## src/rtl/ltc2656_pkg.sv

```systemverilog
// Shared command codes, frame constants and FSM state type for the LTC2656 SPI driver.
package ltc2656_pkg;

    localparam logic [3:0] WRITE_N          = 4'h0;
    localparam logic [3:0] UPDATE_N         = 4'h1;
    localparam logic [3:0] WRITE_UPDATE_ALL = 4'h2;
    localparam logic [3:0] WRITE_UPDATE_N   = 4'h3;
    localparam logic [3:0] PWRDN_N          = 4'h4;
    localparam logic [3:0] PWRDN_CHIP       = 4'h5;
    localparam logic [3:0] INT_REF          = 4'h6;
    localparam logic [3:0] EXT_REF          = 4'h7;
    localparam logic [3:0] NOP              = 4'hF;

    localparam logic [3:0] CH_ALL = 4'hF;

    localparam int FRAME_BITS = 24;

    typedef enum logic [1:0] {
        ST_IDLE,
        ST_SETUP,
        ST_SHIFT,
        ST_GAP
    } spi_state_e;

    function automatic logic [FRAME_BITS-1:0] build_frame(
        input logic [3:0]  cmd,
        input logic [3:0]  channel,
        input logic [15:0] value
    );
        return {cmd, channel, value};
    endfunction

endpackage

```

## src/rtl/ltc2656_pulse_gen.sv

```systemverilog
// Retriggerable active-low pulse timer: a trigger in cycle t drives pulse_n low
// for cycles t+1 through t+WIDTH; a new trigger restarts the count.
module ltc2656_pulse_gen #(
    parameter int WIDTH = 4
) (
    input  logic clk,
    input  logic reset,
    input  logic trigger,
    output logic pulse_n
);

    localparam int CW = $clog2(WIDTH + 1);

    logic [CW-1:0] cnt_q, cnt_d;
    logic          pulse_n_q, pulse_n_d;

    always_comb begin
        cnt_d = cnt_q;
        if (trigger) begin
            cnt_d = CW'(WIDTH);
        end else if (cnt_q != '0) begin
            cnt_d = cnt_q - CW'(1);
        end
        pulse_n_d = (cnt_d == '0);
    end

    always_ff @(posedge clk) begin
        if (reset) begin
            cnt_q     <= '0;
            pulse_n_q <= 1'b1;
        end else begin
            cnt_q     <= cnt_d;
            pulse_n_q <= pulse_n_d;
        end
    end

    assign pulse_n = pulse_n_q;

endmodule

```

## src/rtl/ltc2656_spi_driver.sv

```systemverilog
// LTC2656 SPI frame serializer with a one-deep command buffer and LDAC/CLR strobes.
// Define LTC2656_READBACK_EN to add SDO capture (SPI_SDO, rb_word, rb_valid).
module ltc2656_spi_driver
    import ltc2656_pkg::*;
#(
    parameter int CLK_DIV    = 4,
    parameter int LDAC_PULSE = 4,
    parameter int CLR_PULSE  = 4
) (
    input  logic        clk,
    input  logic        reset,
    input  logic [3:0]  dac_cmd,
    input  logic [3:0]  dac_channel,
    input  logic [15:0] dac_value,
    input  logic        dac_start,
    input  logic        dac_ldac,
    input  logic        dac_clr,
    output logic        busy,
    output logic        overrun,
    output logic        SPI_SCK,
    output logic        SPI_SDI,
    output logic        SPI_CS_LD_N,
    output logic        DAC_LDAC_N,
    output logic        DAC_CLR_N
`ifdef LTC2656_READBACK_EN
    ,
    input  logic                  SPI_SDO,
    output logic [FRAME_BITS-1:0] rb_word,
    output logic                  rb_valid
`endif
);

    localparam int                DIV_W    = $clog2(CLK_DIV);
    localparam logic [DIV_W-1:0]  DIV_LAST = DIV_W'(CLK_DIV - 1);
    localparam logic [4:0]        BIT_LAST = 5'(FRAME_BITS - 1);

    spi_state_e            state_q, state_d;
    logic [DIV_W-1:0]      cnt_q, cnt_d;
    logic [4:0]            bit_q, bit_d;
    logic                  sck_q, sck_d;
    logic                  cs_n_q, cs_n_d;
    logic [FRAME_BITS-1:0] shift_q, shift_d;
    logic                  pend_valid_q, pend_valid_d;
    logic [FRAME_BITS-1:0] pend_frame_q, pend_frame_d;
    logic                  overrun_q, overrun_d;
    logic                  ldac_def_q, ldac_def_d;

    logic [FRAME_BITS-1:0] new_frame;
    logic                  consume;
    logic                  direct_load;
    logic                  ldac_now;
    logic                  ldac_fire;

    assign new_frame = build_frame(dac_cmd, dac_channel, dac_value);

    always_comb begin
        state_d      = state_q;
        cnt_d        = cnt_q;
        bit_d        = bit_q;
        sck_d        = sck_q;
        cs_n_d       = cs_n_q;
        shift_d      = shift_q;
        pend_valid_d = pend_valid_q;
        pend_frame_d = pend_frame_q;
        overrun_d    = 1'b0;
        consume      = 1'b0;
        direct_load  = 1'b0;

        case (state_q)
            ST_IDLE: begin
                if (pend_valid_q) begin
                    consume = 1'b1;
                    shift_d = pend_frame_q;
                end else if (dac_start) begin
                    direct_load = 1'b1;
                    shift_d     = new_frame;
                end
                if (pend_valid_q || dac_start) begin
                    cs_n_d  = 1'b0;
                    cnt_d   = '0;
                    state_d = ST_SETUP;
                end
            end
            ST_SETUP: begin
                if (cnt_q == DIV_LAST) begin
                    cnt_d   = '0;
                    bit_d   = '0;
                    sck_d   = 1'b1;
                    state_d = ST_SHIFT;
                end else begin
                    cnt_d = cnt_q + DIV_W'(1);
                end
            end
            ST_SHIFT: begin
                // Data advances on each SCK fall so it is stable before the next rise.
                if (cnt_q != DIV_LAST) begin
                    cnt_d = cnt_q + DIV_W'(1);
                end else begin
                    cnt_d = '0;
                    if (sck_q) begin
                        sck_d   = 1'b0;
                        shift_d = {shift_q[FRAME_BITS-2:0], 1'b0};
                    end else if (bit_q == BIT_LAST) begin
                        cs_n_d  = 1'b1;
                        state_d = ST_GAP;
                    end else begin
                        sck_d = 1'b1;
                        bit_d = bit_q + 5'd1;
                    end
                end
            end
            ST_GAP: begin
                if (cnt_q != DIV_LAST) begin
                    cnt_d = cnt_q + DIV_W'(1);
                end else begin
                    cnt_d = '0;
                    if (pend_valid_q) begin
                        consume = 1'b1;
                        shift_d = pend_frame_q;
                        cs_n_d  = 1'b0;
                        state_d = ST_SETUP;
                    end else begin
                        state_d = ST_IDLE;
                    end
                end
            end
            default: state_d = ST_IDLE;
        endcase

        // A buffer being drained this cycle has room for the incoming start.
        if (consume) begin
            pend_valid_d = 1'b0;
        end
        if (dac_start && !direct_load) begin
            if (!pend_valid_q || consume) begin
                pend_valid_d = 1'b1;
                pend_frame_d = new_frame;
            end else begin
                overrun_d = 1'b1;
            end
        end
    end

    always_comb begin
        ldac_now   = dac_ldac && cs_n_q && !pend_valid_q && !dac_start;
        ldac_fire  = ldac_now ||
                     (ldac_def_q && (state_q == ST_IDLE) && !pend_valid_q && !dac_start);
        ldac_def_d = ldac_def_q;
        if (dac_ldac && !ldac_now) begin
            ldac_def_d = 1'b1;
        end
        if (ldac_fire) begin
            ldac_def_d = 1'b0;
        end
    end

    always_ff @(posedge clk) begin
        if (reset) begin
            state_q      <= ST_IDLE;
            cnt_q        <= '0;
            bit_q        <= '0;
            sck_q        <= 1'b0;
            cs_n_q       <= 1'b1;
            shift_q      <= '0;
            pend_valid_q <= 1'b0;
            pend_frame_q <= '0;
            overrun_q    <= 1'b0;
            ldac_def_q   <= 1'b0;
        end else begin
            state_q      <= state_d;
            cnt_q        <= cnt_d;
            bit_q        <= bit_d;
            sck_q        <= sck_d;
            cs_n_q       <= cs_n_d;
            shift_q      <= shift_d;
            pend_valid_q <= pend_valid_d;
            pend_frame_q <= pend_frame_d;
            overrun_q    <= overrun_d;
            ldac_def_q   <= ldac_def_d;
        end
    end

    ltc2656_pulse_gen #(.WIDTH(LDAC_PULSE)) u_ldac_pulse (
        .clk     (clk),
        .reset   (reset),
        .trigger (ldac_fire),
        .pulse_n (DAC_LDAC_N)
    );

    ltc2656_pulse_gen #(.WIDTH(CLR_PULSE)) u_clr_pulse (
        .clk     (clk),
        .reset   (reset),
        .trigger (dac_clr),
        .pulse_n (DAC_CLR_N)
    );

    assign busy        = (state_q != ST_IDLE) || pend_valid_q;
    assign overrun     = overrun_q;
    assign SPI_SCK     = sck_q;
    assign SPI_SDI     = shift_q[FRAME_BITS-1];
    assign SPI_CS_LD_N = cs_n_q;

`ifdef LTC2656_READBACK_EN
    logic [FRAME_BITS-1:0] rb_shift_q, rb_shift_d;
    logic [FRAME_BITS-1:0] rb_word_q, rb_word_d;
    logic                  rb_valid_q, rb_valid_d;

    // SDO is sampled alongside the DAC's own SCK rise; the word is published as CS_N rises.
    always_comb begin
        rb_shift_d = rb_shift_q;
        rb_word_d  = rb_word_q;
        rb_valid_d = 1'b0;
        if (sck_d && !sck_q) begin
            rb_shift_d = {rb_shift_q[FRAME_BITS-2:0], SPI_SDO};
        end
        if (cs_n_d && !cs_n_q) begin
            rb_word_d  = rb_shift_q;
            rb_valid_d = 1'b1;
        end
    end

    always_ff @(posedge clk) begin
        if (reset) begin
            rb_shift_q <= '0;
            rb_word_q  <= '0;
            rb_valid_q <= 1'b0;
        end else begin
            rb_shift_q <= rb_shift_d;
            rb_word_q  <= rb_word_d;
            rb_valid_q <= rb_valid_d;
        end
    end

    assign rb_word  = rb_word_q;
    assign rb_valid = rb_valid_q;
`endif

endmodule
```

## config.mk

```make
export PLATFORM = sky130hd
export DESIGN_NAME = ltc2656_spi_driver
export DESIGN_NICKNAME = d
export VERILOG_FILES = /design/src/rtl/ltc2656_pkg.sv /design/src/rtl/ltc2656_pulse_gen.sv /design/src/rtl/ltc2656_spi_driver.sv
export SDC_FILE = /design/constraint.sdc
export NUM_CORES = 1
export LEC_CHECK = 0
export ABC_CLOCK_PERIOD_IN_PS = 3300
export BUFFER_PORTS_ARGS = -buffer_cell sky130_fd_sc_hd__buf_2
export CELL_PAD_IN_SITES_DETAIL_PLACEMENT = 1
export CELL_PAD_IN_SITES_GLOBAL_PLACEMENT = 1
export CORE_AREA = 2 2 92 94
export DETAILED_ROUTE_END_ITERATION = 7
export DIE_AREA = 0 0 94 96
export PLACE_DENSITY = 0.85
export SETUP_SLACK_MARGIN = 0.3
export SYNTH_ARGS = -nofsm -noshare
export SYNTH_HDL_FRONTEND = slang
export SYNTH_SLANG_ARGS = --single-unit
```

## constraint.sdc

```tcl
create_clock -name clk -period 3.3 [get_ports clk]
set_clock_uncertainty 0.15 [all_clocks]
set_input_delay 0.66 -clock clk [delete_from_list [all_inputs] [get_ports clk]]
set_output_delay 0.66 -clock clk [all_outputs]
set_load 0.02 [all_outputs]
```

# After elaboration in Yosys (flattened, before gate mapping)
# Cells that the tools add are included.
dict set report op_classes {
  muxes 50
  eq_ne 16
  n_reduce_logical 33
  addsub 4
  n_bitwise 1
}
# operator count
set op_table {}
lappend op_table {{$mux W24} 6}
lappend op_table {{$pmux W24 S3} 1}
lappend op_table {{$mux W1} 20}
lappend op_table {{$mux W5} 4}
lappend op_table {{$ne A2 B2 Y1 const B} 10}
lappend op_table {{$mux W2} 9}
lappend op_table {{$mux W3} 4}
lappend op_table {{$reduce_and A6 Y1} 2}
lappend op_table {{$pmux W5 S2} 1}
lappend op_table {{$reduce_bool A3 Y1} 3}
lappend op_table {{$logic_and A1 B1 Y1} 8}
lappend op_table {{$pmux W2 S4} 1}
lappend op_table {{$reduce_and A7 Y1} 1}
lappend op_table {{$eq A2 B2 Y1 const B} 3}
lappend op_table {{$logic_not A3 Y1} 2}
lappend op_table {{$pmux W2 S3} 1}
lappend op_table {{$reduce_or A2 Y1} 3}
lappend op_table {{$sub A3 B1 Y3 const B} 2}
lappend op_table {{$add A5 B1 Y5 const B} 1}
lappend op_table {{$eq A5 B5 Y1 const B} 1}
lappend op_table {{$reduce_and A5 Y1} 1}
lappend op_table {{$logic_not A1 Y1} 4}
lappend op_table {{$logic_or A1 B1 Y1} 4}
lappend op_table {{$pmux W1 S2} 2}
lappend op_table {{9 further kinds} 10}
dict set report totals {
  elab_cells 118
  out_inout_bits 7
  register_bits 70
  in_bits 29
}

# Depth between registers and ports, before layout
dict set report depth {
  word_depth 7
  mapped_depth 8
  ltp_nobuf 7
}

# Modules after synthesis
# Synthesis repeated with hierarchy kept, for this count alone.
dict set report unflattened {
  hier_cells 406
  area_unflattened_um2 3843.7
}
# module area_per_inst_um2 cells_each seq_area_each_um2 instances
set by_module_without_submodules {}
lappend by_module_without_submodules {ltc2656_spi_driver 3475.8 368 1241.2 1}
lappend by_module_without_submodules {ltc2656_pulse_gen 183.9 19 80.1 2}

# Least setup slack after synthesis
# Ideal clock, no wire load.
dict set report synth_timing {
  kind {register -> register}
  from {register state_q[0]}
  to {register shift_q[10]}
  setup_slack_ps 1319
  arrival_ps 1685
  stages_incl_launch_ff 9
  setup_time_ps 146
  required_time_ps 3004
  cell_sequence {dfxtp_1 > inv_1 > ha_1 > nor2b_4 > o32ai_4 > and2_1 > buf_6 > buf_6 > a211oi_2}
}
dict set report synth_between {
  elab_chain_cells 3
}
# item line
set synth_rtl {}
lappend synth_rtl {{start: declaration} ltc2656_spi_driver.sv:37} ;# spi_state_e state_q, state_d;
lappend synth_rtl {{start signal: assignment} ltc2656_spi_driver.sv:170} ;# state_q <= state_d;
lappend synth_rtl {{$eq A2 B2 Y1 or $logic_not A2 Y1 (tied branches)} ltc2656_spi_driver.sv:69} ;# case (state_q)
lappend synth_rtl {{$ne A2 B2 Y1 (no line), or another cell as far along} -}
lappend synth_rtl {{$reduce_and A6 Y1 (no line)} -}
lappend synth_rtl {{end signal: assignment} ltc2656_spi_driver.sv:175} ;# shift_q <= shift_d;
lappend synth_rtl {{end: declaration} ltc2656_spi_driver.sv:42} ;# logic [FRAME_BITS-1:0] shift_q, shift_d;
# Parallel ways exist; a longest one is shown, timed or not.
# A chain may end at the register's enable or synchronous reset.

# Final worst setup path
dict set report layout_timing {
  from {register state_q[0]}
  to {register pend_frame_q[1]}
}
dict set report layout_between {
  elab_chain_cells 5
}
# item line
set layout_rtl {}
lappend layout_rtl {{branches (longest 4 deep; another with $eq A2 B2 Y1)} -}
lappend layout_rtl {{$reduce_and A2 Y1 (no line) (*)} -}
lappend layout_rtl {{end signal: assignment} ltc2656_spi_driver.sv:177} ;# pend_frame_q <= pend_frame_d;
lappend layout_rtl {{end: declaration} ltc2656_spi_driver.sv:44} ;# logic [FRAME_BITS-1:0] pend_frame_q, pend_frame_d;
# Mark *: on every way between the ends.

==> summary.md <==
| Metric | Value |
|---|---|
| Outcome | `complete, no violations` |
| Max-cap viol count | `0` |
| Floorplan Core Area | `8051 um^2` |
| Final count of negative-setup-slack endpoints | `0` |
| Initial antenna violation count | `0` |
| Critical Setup Path Class | `register to register` |
| Overall power consumption | `3.897 mW` |
| Crit path launch type | `register` |
| Sinks on Clock Net | `70` |
| Clock insertion delay at the later pin of the skew report | `0.35 ns` |
| Clock tree from TritonCTS | `yes` |
| Final critical-path share of the clock period | `84.15%` |
| Post-route antenna net violation count | `0` |
| Buffer cell driving the clock tree root | `clkbuf_8` |
| Final Wtd Congestion | `0.7317` |
| Via count of the first global-routing pass | `3144` |
| Post-synthesis cell area | `3817 um^2` |
| Net total in the final layout | `472` |
| First-pass GRT wire length | `15080 um` |
| Post-Route WL | `9562 um` |
| Worst endpoint data arrival time | `2.90 ns` |
| Average wire length per cell after detail routing | `17.71 um` |
| Drt first pass iters | `4` |
| Part of the power in registers | `32.3%` |
| Min Clock Period, post-route | `2.777 ns` |
| Comb power frac | `49.9%` |
| Worst-path fanout max | `20` |
| Vias per cell | `5.804` |
| Power Internal | `2.244 mW` |
| Cell types occupying the most area after synthesis | `dfxtp_1 (37%), nand2b_1 (8.8%), a22o_1 (8.5%)` |
| Number of flops mapped to enable cells by yosys | `0` |
| Register area share after synthesis | `36.71%` |
| Area share of the largest cell type after synthesis | `36.71%` |
| Worst IR Drop VDD | `368.3 uV` |
| Starting density of the core | `47.41%` |
| Overflow left after global routing | `0` |
| Site Rows | `33` |
| Die extent in x | `94 um` |
| Number of cells produced by synthesis | `408` |
| Global Route Usage Sum | `21.30%` |
| Synthesis warning total | `0` |
| Worst hold path type | `register to register` |
| Buffers on Ports | `35` |
| Height of the die | `96 um` |
| Final max-slew violation count | `0` |
| Number of top-level pins | `36` |
| FF+latch count, synth | `70` |
| Switching power of the nets | `1.653 mW` |
| Element type at the critical path end | `register` |
| Most numerous cell in the Yosys netlist | `dfxtp_1` |
| Clock group share of total power | `17.8%` |
| Postcts setup bufs | `0` |
| Power per cell area | `918.8 nW/um^2` |
| Share of flip-flops with an asynchronous set or reset after synthesis | `0%` |
| Number of vias after detailed routing | `3134` |
| LEAKAGE | `1.674 nW` |
| Maximum level of the CTS H-tree | `3` |
| Diodes inserted | `0` |
| Number of buffers between clock root and the deepest sink | `2` |
| CTS Buf Count | `9` |
| Cell taking the most area after synthesis | `dfxtp_1` |
| Share of final-layout standard cells stronger than drive strength 1 | `19.77%` |
| Critical Path RT | `3.43 ns` |
| Largest net degree at the start of global routing | `66` |
| Flip-flop cell with the highest count after synthesis | `dfxtp_1` |
| Starting DRC count in detailed routing | `173` |
| Measured slew at the worst slew-check pin | `1.051 ns` |
| Switching power share of the total | `42.41%` |
| Distinct cell type count after synthesis | `44` |
| Headroom to the max-slew limit | `29.95%` |
| Post-synth net total | `450` |
| Leading cell types by count after synthesis | `dfxtp_1 (70), a21oi_1 (55), nand2b_1 (54)` |
| Synth-to-Final Area Change | `11.11%` |
| Achievable frequency | `360.1 MHz` |
| Drc violations | `0` |
| Full die area | `9024 um^2` |
| Unrepaired setup endpoints after global routing | `false` |
| Clock transition at the registers of the reported paths | `0.07 ns` |
| Core Util, Final | `52.68%` |
| Hold Fails Final Rpt | `0` |
| Sum of negative setup slack | `0 ns` |
| Hpwl dp | `6056 um` |
| Avg Inst Size Synth | `9.356 um^2` |
## metal layers
layer | global-route usage [%] | vias up | share of wire, %
li1 | - | 1531 | -
met1 | 26.93 | 1546 | 46
met2 | 36.67 | 45 | 50
met3 | 3.915 | 12 | 3.0
met4 | 7.246 | 0 | 1.3
met5 | 0 | - | 0
## worst max-delay path: stages, from the launching register on
cell and delay, ns:
dfxtp_1 0.46, ha_1 0.57, buf_4 0.27, a21oi_1 0.08, o21ai_1 0.23, nor2b_2 0.46
buf_12 0.25, mux2i_1 0.21
## area by class of cell
class | instances | area [um^2]
clock inverters | 3 | 43.79
clock buffers | 13 | 148.9
fillers | 967 | 3810
multi-input cells | 294 | 2207
flip-flops and latches | 70 | 1401
repair buffers | 44 | 267.8
well taps | 105 | 131.4
inverters | 11 | 41.29
## power by group through the flow
stage	registers [mW]	clock network (mW)	logic, mW
floorplan	1.24	0	1.55
global placement	1.26	0	1.81
detailed placement	1.27	0	1.89
CTS	1.26	0.711	1.91
global route	1.29	0.747	2.11
finish	1.26	0.695	1.94
## repair_timing
action	in CTS	in global routing
hold buffers	0	0
resized for setup	0	0
endpoints found under the setup margin	0	24
## worst paths after layout
check / cells after the start / to / startpoint / slack [ns]
min reg2reg: 2 / pend_frame_q[21] / pend_frame_q[21] / 0.33
max: 7 / pend_frame_q[1] / state_q[0] / 0.52
max reg2reg: 7 / pend_frame_q[1] / state_q[0] / 0.52
min: 2 / pend_frame_q[21] / pend_frame_q[21] / 0.33
## logic make-up (layout without fill, tap and decap cells)
logic type      Yosys count  after routing  synth area share, %
fa+ha+maj                13             13                4.261
compound gates          143            144                28.94
flops                    70             70                36.71
xor+xnor                  2              2               0.4589
mux                      25             25                6.555
buf+inv                  45             71                5.965
simple gates            110            110                17.11
## cell usage in the layout (no fill, tap or decap), types with 3 or more instances in the layout
cell / n
dfxtp_1: 70
nor2_1: 19
a22o_1: 37
a22oi_1: 4
nand2b_1: 54
buf_2: 35
nand3_1: 4
o21ai_1: 3
nand2_1: 5
a222oi_1: 5
a21oi_1: 55
buf_4: 7
a31oi_1: 4
ha_1: 13
clkbuf_1: 3
a211oi_2: 20
mux2i_1: 25
nor3_1: 6
clkbuf_8: 10
inv_1: 10
nor3b_1: 3
a211oi_1: 4
and2_1: 5
## state kept, by name (all words and copies together), names as in the netlist, 2 cells and up
register / count
bit_q: 5
cnt_q: 2
pend_frame_q: 24
shift_q: 24
state_q: 2
u_clr_pulse.cnt_q: 3
u_ldac_pulse.cnt_q: 3
## through the flow
step                hold slack, ns  worst slack [ns]  std cells  area (um^2)
floorplan                   0.2888             1.319        408         3817
CTS                         0.3416            0.4181        539         4225
detailed placement          0.3260            0.4376        523         4033
global route                0.3581            0.3633        540         4242
finish                      0.3348            0.5232        540         4242
global placement            0.3138            0.5530        523         4033
(Power assumes the default switching activity.)
